===== config.mk =====
export PLATFORM = sky130hd
export DESIGN_NAME = frame_bank_scheduler_flat
export DESIGN_NICKNAME = d
export VERILOG_FILES = /design/src/rtl/frame_bank_scheduler_if.sv /design/src/rtl/frame_bank_scheduler.sv /design/src/flat_wrapper.sv
export SDC_FILE = /design/constraint.sdc
export NUM_CORES = 1
export LEC_CHECK = 0
export ABC_AREA = 1
export CAP_MARGIN = 30
export CELL_PAD_IN_SITES_DETAIL_PLACEMENT = 1
export CELL_PAD_IN_SITES_GLOBAL_PLACEMENT = 1
export CORE_MARGIN = 1.5
export CORE_UTILIZATION = 25
export CTS_CLUSTER_SIZE = 8
export DETAILED_ROUTE_END_ITERATION = 12
export GPL_ROUTABILITY_DRIVEN = 0
export PLACE_DENSITY_LB_ADDON = 0.12
export SYNTH_ARGS = -nofsm -noshare
export SYNTH_HDL_FRONTEND = slang
export SYNTH_SLANG_ARGS = --single-unit

===== constraint.sdc =====
create_clock -name clk -period 1.5 [get_ports clk]
set_input_delay 0.375 -clock clk [delete_from_list [all_inputs] [get_ports clk]]
set_output_delay 0.375 -clock clk [all_outputs]
set_load 0.01 [all_outputs]

===== src/rtl/frame_bank_scheduler_if.sv =====
// Controller-facing side of the frame bank scheduler:
// per-port load strobes and bank address windows.
interface frame_bank_scheduler_if;
  logic        wr_load;
  logic        rd_load;
  logic [28:0] app_addr_wr_min;
  logic [28:0] app_addr_wr_max;
  logic [28:0] app_addr_rd_min;
  logic [28:0] app_addr_rd_max;

  modport master (
    output wr_load,
    output rd_load,
    output app_addr_wr_min,
    output app_addr_wr_max,
    output app_addr_rd_min,
    output app_addr_rd_max
  );

  modport slave (
    input wr_load,
    input rd_load,
    input app_addr_wr_min,
    input app_addr_wr_max,
    input app_addr_rd_min,
    input app_addr_rd_max
  );
endinterface


===== src/rtl/frame_bank_scheduler.sv =====
// Triple-buffer bank scheduler between the frame writer and
// the display reader of the DDR3 frame store.
module frame_bank_scheduler #(
  parameter int FRAME_WORDS = 262144,
  parameter int BANK_STRIDE = 524288,
  parameter bit WR_VS_POL   = 1'b1,
  parameter bit RD_VS_POL   = 1'b1
) (
  input  logic        clk,
  input  logic        reset_n,
  input  logic        wr_vsync,
  input  logic        rd_vsync,
  input  logic        freeze,
  frame_bank_scheduler_if.master ctrl,
  output logic [1:0]  wr_bank,
  output logic [1:0]  rd_bank,
  output logic [7:0]  drop_cnt,
  output logic [7:0]  repeat_cnt
);

  if ((BANK_STRIDE < FRAME_WORDS) ||
      (longint'(BANK_STRIDE) * 3 > (longint'(1) << 29))) begin : g_bad
    $error("frame_bank_scheduler: bad BANK_STRIDE");
  end

  localparam logic [28:0] STRIDE1 = 29'(BANK_STRIDE);
  localparam logic [28:0] STRIDE2 = 29'(2 * BANK_STRIDE);
  localparam logic [28:0] FW      = 29'(FRAME_WORDS);

  function automatic logic [28:0] base(input logic [1:0] idx);
    case (idx)
      2'd0:    base = 29'd0;
      2'd1:    base = STRIDE1;
      default: base = STRIDE2;
    endcase
  endfunction

  logic [2:0] wr_s;
  logic [2:0] rd_s;
  logic       wev;
  logic       rev;

  logic [1:0] w_idx;
  logic [1:0] r_idx;
  logic [1:0] latest_idx;
  logic       latest_valid;
  logic       latest_shown;
  logic       wr_active;

  logic [1:0] w_n;
  logic [1:0] r_n;
  logic [1:0] lat_n;
  logic       val_n;
  logic       shn_n;
  logic       drop_inc;
  logic       rep_inc;
  logic       free0;
  logic       free1;

  // Synchronizer flops reset to the inactive level so release is quiet.
  always_ff @(posedge clk or negedge reset_n) begin
    if (!reset_n) begin
      wr_s <= {3{~WR_VS_POL}};
      rd_s <= {3{~RD_VS_POL}};
    end else begin
      wr_s <= {wr_s[1:0], wr_vsync};
      rd_s <= {rd_s[1:0], rd_vsync};
    end
  end

  assign wev = (wr_s[1] == WR_VS_POL) && (wr_s[2] != WR_VS_POL);
  assign rev = (rd_s[1] == RD_VS_POL) && (rd_s[2] != RD_VS_POL);

  always_comb begin
    lat_n    = latest_idx;
    val_n    = latest_valid;
    shn_n    = latest_shown;
    drop_inc = 1'b0;
    if (wev && wr_active) begin
      lat_n    = w_idx;
      val_n    = 1'b1;
      shn_n    = 1'b0;
      drop_inc = latest_valid && !latest_shown;
    end

    r_n     = r_idx;
    rep_inc = 1'b0;
    if (rev) begin
      if (val_n && !freeze && (lat_n != r_idx)) begin
        r_n   = lat_n;
        shn_n = 1'b1;
      end else begin
        rep_inc = 1'b1;
        if (lat_n == r_idx) shn_n = 1'b1;
      end
    end

    free0 = (r_n != 2'd0) && !(val_n && (lat_n == 2'd0));
    free1 = (r_n != 2'd1) && !(val_n && (lat_n == 2'd1));
    w_n   = w_idx;
    if (wev) begin
      priority case (1'b1)
        free0:   w_n = 2'd0;
        free1:   w_n = 2'd1;
        default: w_n = 2'd2;
      endcase
    end
  end

  always_ff @(posedge clk or negedge reset_n) begin
    if (!reset_n) begin
      w_idx                <= 2'd1;
      r_idx                <= 2'd0;
      latest_idx           <= 2'd0;
      latest_valid         <= 1'b0;
      latest_shown         <= 1'b0;
      wr_active            <= 1'b0;
      drop_cnt             <= 8'd0;
      repeat_cnt           <= 8'd0;
      ctrl.wr_load         <= 1'b0;
      ctrl.rd_load         <= 1'b0;
      ctrl.app_addr_wr_min <= STRIDE1;
      ctrl.app_addr_wr_max <= STRIDE1 + FW;
      ctrl.app_addr_rd_min <= 29'd0;
      ctrl.app_addr_rd_max <= FW;
    end else begin
      w_idx        <= w_n;
      r_idx        <= r_n;
      latest_idx   <= lat_n;
      latest_valid <= val_n;
      latest_shown <= shn_n;
      ctrl.wr_load <= wev;
      ctrl.rd_load <= rev;
      if (wev) begin
        wr_active            <= 1'b1;
        ctrl.app_addr_wr_min <= base(w_n);
        ctrl.app_addr_wr_max <= base(w_n) + FW;
      end
      if (rev) begin
        ctrl.app_addr_rd_min <= base(r_n);
        ctrl.app_addr_rd_max <= base(r_n) + FW;
      end
      if (drop_inc && (drop_cnt != 8'hff))
        drop_cnt <= drop_cnt + 8'd1;
      if (rep_inc && (repeat_cnt != 8'hff))
        repeat_cnt <= repeat_cnt + 8'd1;
    end
  end

  assign wr_bank = w_idx;
  assign rd_bank = r_idx;

  a_banks_differ : assert property (
    @(posedge clk) disable iff (!reset_n) w_idx != r_idx
  );

endmodule

===== src/flat_wrapper.sv =====
// flat-port wrapper written by rule: the top's interface ports become plain ports
module frame_bank_scheduler_flat 
#(
  parameter int FRAME_WORDS = 262144,
  parameter int BANK_STRIDE = 524288,
  parameter bit WR_VS_POL   = 1'b1,
  parameter bit RD_VS_POL   = 1'b1
)
  (clk, reset_n, wr_vsync, rd_vsync, freeze, wr_bank, rd_bank, drop_cnt, repeat_cnt, ctrl_wr_load, ctrl_rd_load, ctrl_app_addr_wr_min, ctrl_app_addr_wr_max, ctrl_app_addr_rd_min, ctrl_app_addr_rd_max);
  frame_bank_scheduler_if ctrl_i ();
  input  logic clk;
  input  logic reset_n;
  input  logic wr_vsync;
  input  logic rd_vsync;
  input  logic freeze;
  output logic [1:0] wr_bank;
  output logic [1:0] rd_bank;
  output logic [7:0] drop_cnt;
  output logic [7:0] repeat_cnt;
  output wire logic [$bits(ctrl_i.wr_load)-1:0] ctrl_wr_load;
  output wire logic [$bits(ctrl_i.rd_load)-1:0] ctrl_rd_load;
  output wire logic [$bits(ctrl_i.app_addr_wr_min)-1:0] ctrl_app_addr_wr_min;
  output wire logic [$bits(ctrl_i.app_addr_wr_max)-1:0] ctrl_app_addr_wr_max;
  output wire logic [$bits(ctrl_i.app_addr_rd_min)-1:0] ctrl_app_addr_rd_min;
  output wire logic [$bits(ctrl_i.app_addr_rd_max)-1:0] ctrl_app_addr_rd_max;
  assign ctrl_wr_load = ctrl_i.wr_load;
  assign ctrl_rd_load = ctrl_i.rd_load;
  assign ctrl_app_addr_wr_min = ctrl_i.app_addr_wr_min;
  assign ctrl_app_addr_wr_max = ctrl_i.app_addr_wr_max;
  assign ctrl_app_addr_rd_min = ctrl_i.app_addr_rd_min;
  assign ctrl_app_addr_rd_max = ctrl_i.app_addr_rd_max;
  frame_bank_scheduler #(.FRAME_WORDS(FRAME_WORDS), .BANK_STRIDE(BANK_STRIDE), .WR_VS_POL(WR_VS_POL), .RD_VS_POL(RD_VS_POL)) u_core (.clk(clk), .reset_n(reset_n), .wr_vsync(wr_vsync), .rd_vsync(rd_vsync), .freeze(freeze), .ctrl(ctrl_i), .wr_bank(wr_bank), .rd_bank(rd_bank), .drop_cnt(drop_cnt), .repeat_cnt(repeat_cnt));
endmodule

==> results.yml, run 1 <==
run_status:
  outcome: "complete, but fails checks"
  failed_checks: "setup timing"
worst_setup_path:
  r2r_cells: 11
  timing.critical_path.arrival_ns: 1.73
  critical_path.cell_chain: "buf_4, nor2_4, nand3_2, nand2_4, nand2_1, nand2_1, nand2_4, nand2_8, nand3_4, nand2_2, nand2_2"
  reg2reg_from: "u_core.wr_s[2]$_DFF_PN0_"
  worstReg2RegEnd: "u_core.repeat_cnt[1]$_DFFE_PN0P_"
  critPathSlowestCell: "dfrtp_1"
  endpoint_required_time_on_the_critical_path_ns: 1.68
  critPathKind: "reg -> reg"
  critical-path-max-stage-delay_ns: 0.39
  critical_path_peak_fanout: 8
  cp-start-kind: "register"
  worstSetupEndpointType: "register"
  setup.reg_to_reg.worst_slack_ns: -0.05
timing:
  final-setup-viol-count: 13
  slew_violations: 0
  postLayoutSetupSlackWorst_ns: -0.05479
  fin_crit_ns: 1.555
  fin_skew_ns: 0.009337
  timing.fmax_ghz: 0.6432
  hold_vio_cnt_final: 0
  fin_crit_sh: 1.037
  unrepaired_setup_endpoints_after_global_routing: "yes"
  tns_ns: -0.5260
final_layout:
  postLayoutCoreUtil: 0.3299
  filler_cell_count: 1223
  final_nets: 375
  n_antenna_cell: 0
  area_used_by_sequential_logic_in_the_layout_sq_um: 930.9
  final_design_area_no_fill_sq_um: 3239
  drive_above_1_share: 0.2791
  finish.cell_count_without_fillers: 502
  multi_input_comb_area_sq_um: 1299
  area_growth_pct: 27.04
floorplanning:
  floorplan.die.width_um: 104.0
  top_level_ports: 143
  start_util: 0.2597
  core-area_sq_um: 9819
  die_area_sq_um: 10820
  chipHeight_um: 104.0
  num_rows: 36
logic_synthesis:
  ys_ff_latch: 37
  post-synth-top-area-fraction: 0.3435
  synth-async-reset-ratio: 1.000
  synth_cell_types: 28
  synth.most_common_cell: "buf_4"
  synth.yosys.seq_area_share: 0.3641
  post_synth_most_frequent_cells: "buf_4 (112), nand2_1 (59), dfrtp_1 (35)"
  synth_top_cell_by_area: "dfrtp_1"
  count_of_warnings_emitted_by_yosys: 0
  synth_area_leaders: "dfrtp_1 (34%), buf_4 (33%), nand2_1 (8.7%)"
  syn_area_sq_um: 2550
  synth_edf_count: 0
  postSynth.topFlopCell: "dfrtp_1"
  synthesis.instances: 295
  average_instance_area_after_synthesis_sq_um: 8.644
grt:
  grt_util_all_layers: 0.09090
  grt_max_degree: 38
  initial_antenna_violation_count: 0
  grt_first_pass_wirelength_um: 7845
  vias_in_the_first_global_route: 1555
  grt_overflow_total: 0
drt:
  via_density_per_instance: 3.522
  drt-initial-drc-count: 11
  postRouteAntennaNets: 0
  totalWireLength_um: 5146
  route.detailed.drc: 0
  drt_pass1_iterations: 4
  via_count: 1768
  routed_wire_length_per_instance_um: 10.25
cts:
  clock_tree.htree_level_count: 2
  cts-root-buf: "clkbuf_8"
  clock_sinks: 37
  clkTransAtPathRegs_ns: 0.08
  cts-root-to-sink-buffers: 2
  cts_buffers: 5
  ctsHoldBuffers: 0
  cts_tree: "done"
  clk-insertion-delay-late_ns: 0.29
pwr:
  p_leak_nw: 1.777
  pwr_density_cell_nw_per_um2: 1289
  max-vdd-ir-drop_v: 0.0005100
placed_design:
  placedCellCount: 473
  detailed_place.area_sq_um: 2753
  dpl.hpwl_um: 3717
  portBuffers: 34
run:
  max-cap-violations: 0
min_path:
  min-delay-path-class: "in -> async"
report_power, final:
group / switching (mW) / internal, mW / total, mW
Combinational: 1.00 / 0.883 / 1.88
Sequential: 0.156 / 1.23 / 1.39
Clock: 0.362 / 0.541 / 0.903
Total: 1.52 / 2.66 / 4.18
placed cells by master, fill, tap and decap left out, types with 3 or more instances in the layout:
cell               n
conb_1           108
clkdlybuf4s50_1    3
nand3_4            5
nand3_1            5
buf_4             31
xnor2_1            5
inv_1             15
xor2_1             6
dfrtp_1           33
nand2_1           42
clkdlybuf4s15_1    5
nand4_1           11
buf_12             3
nand2_4            5
nand2_2           16
nand3_2            4
nor2_1             4
buf_6              5
inv_2              4
dlygate4sd2_1     23
clkbuf_8           6
sequential cells by signal (all words and copies together) (netlist names), 2 cells and up:
| register | flops |
|---|---|
| u_core.ctrl.app_addr_rd_max | 2 |
| u_core.drop_cnt | 8 |
| u_core.rd_s | 3 |
| u_core.repeat_cnt | 8 |
| u_core.latest_idx | 2 |
| u_core.wr_s | 3 |
| u_core.ctrl.app_addr_wr_max | 2 |
| u_core.wr_bank | 2 |
| u_core.rd_bank | 2 |
repair_timing:
action / 4_1_cts / 5_1_grt
gates resized for setup: 59 / 37
setup endpoints to repair: 48 / 28
pin swaps: 14 / 16
buffers inserted: 15 / 6
critical path: cells and delay by family, from the launching register on:
kind	cells	cell delay [ns]
simple gates	10	0.91
flops	1	0.39
buf+inv	1	0.14
per-stage QoR:
step	hold slack (ns)	setup WS, ns	power (mW)
2_1_floorplan	0.07941	0.03239	2.396
3_3_place_gp	0.3332	-0.1732	2.933
3_5_place_dp	0.3356	-0.1944	2.950
4_1_cts	0.03801	-0.08456	4.018
5_1_grt	0.05065	-0.1882	4.496
6_report	0.04331	-0.05479	4.176
final cells by class:
cell class | count | area share
Multi-Input combinational cell | 231 | 0.4009
Sequential cell | 37 | 0.2874
Timing Repair Buffer | 73 | 0.1993
Tap cell | 133 | 0.05137
Clock buffer | 6 | 0.02549
Inverter | 20 | 0.02395
Clock inverter | 2 | 0.01159
how the worst max path moves through the flow:
stage | from | endpoint | slack [ns] | depth (start not counted)
6_report | u_core.wr_s[2]$_DFF_PN0_ | u_core.repeat_cnt[1]$_DFFE_PN0P_ | -0.05 | 11
5_1_grt | u_core.wr_s[2]$_DFF_PN0_ | u_core.repeat_cnt[2]$_DFFE_PN0P_ | -0.19 | 11
4_1_cts | u_core.wr_s[2]$_DFF_PN0_ | u_core.repeat_cnt[6]$_DFFE_PN0P_ | -0.08 | 12
3_5_place_dp | freeze | u_core.ctrl.app_addr_wr_max[19]$_DFFE_PN1N_ | -0.19 | 8
3_3_place_gp | freeze | u_core.ctrl.app_addr_wr_max[19]$_DFFE_PN1N_ | -0.17 | 8
2_1_floorplan | u_core.drop_cnt[0]$_DFFE_PN0P_ | u_core.drop_cnt[4]$_DFFE_PN0P_ | 0.03 | 7
per-layer routing:
layer | part of all wire | routed length [um] | global-route usage | up-vias
met5 | 0 | 0 | 0 | -
met4 | 0.016 | 82 | 0.03869 | 0
met3 | 0.055 | 285 | 0.02068 | 6
met2 | 0.53 | 2713 | 0.1533 | 77
met1 | 0.40 | 2064 | 0.1110 | 841
li1 | - | - | - | 844
cells by family (layout without fill, tap and decap cells):
group	Yosys count	after routing	synth area share
compound gates	8	8	0.01963
xor+xnor	13	13	0.04465
fa+ha+maj	2	2	0.009812
simple gates	100	100	0.1982
flops	37	37	0.3641
other cells	2	108	0.002945
buf+inv	133	101	0.3606
(Power assumes the default switching activity.)
==> run 2, diff against run 1 <==
- GPL_TIMING_DRIVEN: unset -> 0
- SKIP_LAST_GASP: unset -> 1
==> results.yml, run 2 (synthesized netlist as in run 1, its figures left out) <==
cts:
  cts_tree: "done"
  cts-root-buf: "clkbuf_8"
  clk-insertion-delay-late_ns: 0.29
  cts_buffers: 5
  clkTransAtPathRegs_ns: 0.08
  ctsHoldBuffers: 0
  clock_tree.htree_level_count: 2
  clock_sinks: 37
  cts-root-to-sink-buffers: 2
timing:
  fin_skew_ns: 0.01004
  rel_slew_slack: 0.4245
  timing.hold.ws_ns: 0.1947
  final-setup-viol-count: 13
  unrepaired_setup_endpoints_after_global_routing: "yes"
  postLayoutSetupSlackWorst_ns: -0.04632
  fin_crit_ns: 1.546
  fin_crit_sh: 1.031
  slew_violations: 0
  hold_vio_cnt_final: 0
  tns_ns: -0.3663
  max_slew.worst_pin.slew_ns: 0.8632
  timing.fmax_ghz: 0.6467
grt:
  met2_routing_resource_usage_after_global_routing: 0.2015
  initial_antenna_violation_count: 0
  grt_first_pass_wirelength_um: 9666
  grtUsageMet3: 0.02945
  gr-usage-met1: 0.1172
  grt_max_degree: 38
  grt_overflow_total: 0
  vias_in_the_first_global_route: 2007
  top_usage_layer: "met2"
  grt_util_all_layers: 0.1090
worst_setup_path:
  critPathKind: "reg -> reg"
  worstSetupEndpointType: "register"
  timing.critical_path.arrival_ns: 1.72
  critPathSlowestCell: "dfrtp_1"
  worstReg2RegEnd: "u_core.drop_cnt[4]$_DFFE_PN0P_"
  cp-start-kind: "register"
  critical_path_peak_fanout: 5
  endpoint_required_time_on_the_critical_path_ns: 1.68
  r2r_cells: 7
  critical_path.cell_chain: "inv_2, nand3_4, buf_12, nor3_4, nand2_4, or2_4, xor2_2"
  critical-path-max-stage-delay_ns: 0.40
  reg2reg_from: "u_core.wr_s[2]$_DFF_PN0_"
  setup.reg_to_reg.worst_slack_ns: -0.05
final_layout:
  filler_cell_count: 1224
  layout.cells.most_common: "buf_4"
  layout_top_registers: "u_core.drop_cnt x8, u_core.repeat_cnt x8"
  drive_above_1_share: 0.4307
  n_antenna_cell: 0
  final_design_area_no_fill_sq_um: 3980
  area_used_by_sequential_logic_in_the_layout_sq_um: 933.4
  final_nets: 482
  multi_input_comb_area_sq_um: 1281
  area_growth_pct: 56.08
  final_cell_mix: "buf_4 (138), conb_1 (108), nand2_1 (46)"
drt:
  drt-initial-drc-count: 36
  postRouteAntennaNets: 0
  route.detailed.drc: 0
  routed_wire_length_per_instance_um: 9.663
  via_count: 2076
  totalWireLength_um: 5885
  drt_pass1_iterations: 4
  via_density_per_instance: 3.409
floorplanning:
  start_util: 0.2597
  floorplan.die.width_um: 104.0
  chipHeight_um: 104.0
  top_level_ports: 143
  core-area_sq_um: 9819
  num_rows: 36
  die_area_sq_um: 10820
placed_design:
  detailed_place.area_sq_um: 3450
  post-place-ws_ns: -0.2799
  dpl.hpwl_um: 4161
  portBuffers: 34
pwr:
  p_leak_nw: 2.314
  pwr_density_cell_nw_per_um2: 1020
  max-vdd-ir-drop_v: 0.0003559
run_status:
  failed_checks: "setup timing"
  outcome: "complete, but fails checks"
run:
  max-cap-violations: 0
min_path:
  min-delay-path-class: "in -> async"
-- run 2: repair_timing --
item | 4_1_cts | 5_1_grt
setup endpoints to repair | 51 | 28
setup buffers | 31 | 2
pin swaps | 23 | 17
resized for setup | 67 | 24
-- run 2: worst max path at each step --
stage / startpoint / to / depth (start not counted)
2_1_floorplan: u_core.drop_cnt[0]$_DFFE_PN0P_ / u_core.drop_cnt[4]$_DFFE_PN0P_ / 7
3_3_place_gp: reset_n / u_core.repeat_cnt[1]$_DFFE_PN0P_ / 1
3_5_place_dp: freeze / u_core.ctrl.app_addr_wr_max[20]$_DFFE_PN0N_ / 8
4_1_cts: u_core.ctrl.app_addr_wr_max[19]$_DFFE_PN1N_ / ctrl_app_addr_wr_min[19] / 2
5_1_grt: u_core.wr_s[2]$_DFF_PN0_ / u_core.repeat_cnt[7]$_DFFE_PN0P_ / 10
6_report: u_core.wr_s[2]$_DFF_PN0_ / u_core.drop_cnt[4]$_DFFE_PN0P_ / 7
-- run 2: stage by stage --
step	std cells	util	total power, mW
floorplan	401	-	2.396
global placement	568	0.3518	3.001
detailed placement	568	0.3513	3.039
CTS	607	0.3977	4.012
global route	609	0.4053	4.360
finish	609	0.4053	4.060
-- run 2: power by group --
| group | switching (mW) | total (mW) | internal (mW) |
|---|---|---|---|
| clock | 0.366 | 0.689 | 0.323 |
| sequential | 0.192 | 1.43 | 1.23 |
| combinational | 0.964 | 1.94 | 0.980 |
| total | 1.52 | 4.06 | 2.54 |
-- run 2: layout make-up --
cell class | instances | share of cell area
multi-input cells | 231 | 0.3219
flip-flops and latches | 37 | 0.2345
plain buffers | 113 | 0.2122
repair buffers | 67 | 0.1487
well taps | 133 | 0.04181
inverters | 20 | 0.02012
clock buffers | 6 | 0.01823
clock inverters | 2 | 0.002515
-- run 2: worst max-delay path: cells and delay by family (launching register included) --
kind / cells / cell delay [ns]
buffers and inverters: 2 / 0.26
and+or+nand+nor: 4 / 0.64
xor gates and xnor gates: 1 / 0.14
DFF: 1 / 0.40
-- run 2: layer usage --
metal / routed length (um) / up-vias
met1: 2313 / 931
met4: 86 / 0
met2: 3030 / 79
li1: - / 1059
met3: 453 / 7
met5: 0 / -
==> run 3, diff against run 2 <==
--- a/config.mk
+++ b/config.mk
@@ -11,2 +11,3 @@
 export CELL_PAD_IN_SITES_GLOBAL_PLACEMENT = 1
+export CORE_ASPECT_RATIO = 0.8
 export CORE_MARGIN = 1.5
--- a/constraint.sdc
+++ b/constraint.sdc
@@ -3,2 +3,2 @@
 set_output_delay 0.375 -clock clk [all_outputs]
-set_load 0.01 [all_outputs]
+set_load 0.005 [all_outputs]
==> results.yml, run 3 (synthesized netlist as in run 1, its figures left out) <==
run_status:
  outcome: "complete, but fails checks"
  failed_checks: "setup timing"
final_layout:
  drive_above_1_share: 0.4431
  filler_cell_count: 1234
  area_used_by_sequential_logic_in_the_layout_sq_um: 930.9
  layout_top_registers: "u_core.drop_cnt x8, u_core.repeat_cnt x8"
  finish.cell_count_without_fillers: 619
  final_design_area_no_fill_sq_um: 4100
  area_growth_pct: 60.79
  multi_input_comb_area_sq_um: 1256
  n_antenna_cell: 0
  final_nets: 489
  final_cell_mix: "buf_4 (149), conb_1 (108), nand2_1 (44)"
  postLayoutCoreUtil: 0.4197
  layout.cells.most_common: "buf_4"
drt:
  postRouteAntennaNets: 0
  route.detailed.drc: 0
  totalWireLength_um: 5908
  drt_pass1_iterations: 4
  routed_wire_length_per_instance_um: 9.544
  via_density_per_instance: 3.409
  via_count: 2110
  drt-initial-drc-count: 40
cts:
  cts-root-buf: "clkbuf_16"
  clock_sinks: 37
  clock_tree.htree_level_count: 2
  ctsHoldBuffers: 0
  cts_tree: "done"
  cts_buffers: 5
  clkTransAtPathRegs_ns: 0.06
  clk-insertion-delay-late_ns: 0.27
  cts-root-to-sink-buffers: 2
pwr:
  p_leak_nw: 2.471
  max-vdd-ir-drop_v: 0.0004867
  pwr_density_cell_nw_per_um2: 1110
  total_power_mw: 4.550
worst_setup_path:
  critPathKind: "reg -> reg"
  worstSetupEndpoint: "u_core.ctrl.app_addr_wr_max[20]$_DFFE_PN0N_"
  critical_path_peak_fanout: 7
  cp-start-kind: "register"
  critical_path_origin: "u_core.wr_s[2]$_DFF_PN0_"
  endpoint_required_time_on_the_critical_path_ns: 1.72
  setup.reg_to_reg.worst_slack_ns: -0.07
  r2r_cells: 10
  worstSetupEndpointType: "register"
  timing.critical_path.arrival_ns: 1.79
  reg2reg_from: "u_core.wr_s[2]$_DFF_PN0_"
  worstReg2RegEnd: "u_core.ctrl.app_addr_wr_max[20]$_DFFE_PN0N_"
floorplanning:
  top_level_ports: 143
  num_rows: 32
  floorplan.die.width_um: 115.9
  die_area_sq_um: 10820
  chipHeight_um: 93.33
  core-area_sq_um: 9769
  start_util: 0.2610
timing:
  max_slew.worst_pin.slew_ns: 0.8771
  timing.hold.ws_ns: 0.2208
  unrepaired_setup_endpoints_after_global_routing: "yes"
  final-setup-viol-count: 16
  fin_crit_sh: 1.048
  postLayoutSetupSlackWorst_ns: -0.07230
  fin_crit_ns: 1.572
  rel_slew_slack: 0.4153
  timing.fmax_ghz: 0.6360
  hold_vio_cnt_final: 0
  slew_violations: 0
  fin_skew_ns: 0.003748
grt:
  grt_util_all_layers: 0.1061
  initial_antenna_violation_count: 0
  vias_in_the_first_global_route: 2001
  grt_max_degree: 38
  grt_overflow_total: 0
  grt_first_pass_wirelength_um: 9197
min_path:
  min-delay-path-class: "in -> async"
placed_design:
  detailed_place.area_sq_um: 3453
  dpl.hpwl_um: 4268
  placedCellCount: 571
  portBuffers: 34
run:
  max-cap-violations: 0
[run 3: cell types whose count changed in the layout (fill, tap and decap cells not counted), moves of 3 or more]
| cell | delta |
|---|---|
| buf_4 | +11 |
| clkbuf_16 | +5 |
| clkbuf_8 | -5 |
| clkdlybuf4s15_1 | -5 |
| buf_6 | -3 |
| dlymetal6s2s_1 | +3 |
| xnor2_1 | -3 |
| xnor2_2 | +3 |
[run 3: worst min path at each step]
stage | startpoint | end | slack, ns | depth (start not counted)
final | reset_n | u_core.drop_cnt[2]$_DFFE_PN0P_ | 0.22 | 1
after global routing | reset_n | u_core.wr_s[0]$_DFF_PN0_ | 0.30 | 1
after global placement | u_core.rd_s[0]$_DFF_PN0_ | u_core.rd_s[1]$_DFF_PN0_ | 0.33 | 0
after floorplan | reset_n | u_core.ctrl.app_addr_rd_max[19]$_DFFE_PN0N_ | 0.08 | 0
after detailed placement | u_core.rd_s[0]$_DFF_PN0_ | u_core.rd_s[1]$_DFF_PN0_ | 0.34 | 0
after CTS | reset_n | u_core.ctrl.wr_load$_DFF_PN0_ | 0.26 | 1
[run 3: metrics by stage]
step | TNS (ns) | worst slack [ns]
final | -0.7453 | -0.07230
after global routing | -3.375 | -0.2158
after CTS | -1.108 | -0.09862
after detailed placement | -3.251 | -0.3403
after global placement | -37.47 | -0.9555
after floorplan | 0 | 0.06335
[run 3: what timing repair did]
action	in CTS	in global routing
resized for setup	39	39
pin swaps	4	14
endpoints found under the setup margin	48	27
setup buffers	27	13
[run 3: layer usage]
| layer | up-vias | wire (um) | global-route usage |
|---|---|---|---|
| met1 | 965 | 2456 | 0.1251 |
| met2 | 66 | 3052 | 0.1922 |
| li1 | 1077 | - | - |
| met4 | 0 | 15 | 0.02134 |
| met5 | - | 0 | 0 |
| met3 | 2 | 383 | 0.02916 |
[run 3: area by class of cell]
type                            instances  share of cell area
Buffer                                113              0.2060
Multi-Input combinational cell        231              0.3064
Timing Repair Buffer                   74              0.1532
Clock inverter                          3             0.01587
Clock buffer                            5             0.03052
Inverter                               20             0.01953
Sequential cell                        37              0.2270
Tap cell                              136             0.04150
[run 3: worst max-delay path, stage by stage (launching register included)]
cell and delay, ns:
dfrtp_1 0.41, inv_2 0.09, nand3_4 0.11, buf_6 0.15
nand2_4 0.07, nand3_4 0.12, o21ai_4 0.24, nand2_2 0.11
nand2_2 0.08, nand3_2 0.08, nand2_1 0.06
[run 3: power breakdown]
part / total [mW] / switching [mW] / internal (mW)
sequential: 1.38 / 0.148 / 1.23
clock: 1.35 / 0.400 / 0.949
combinational: 1.82 / 0.839 / 0.979
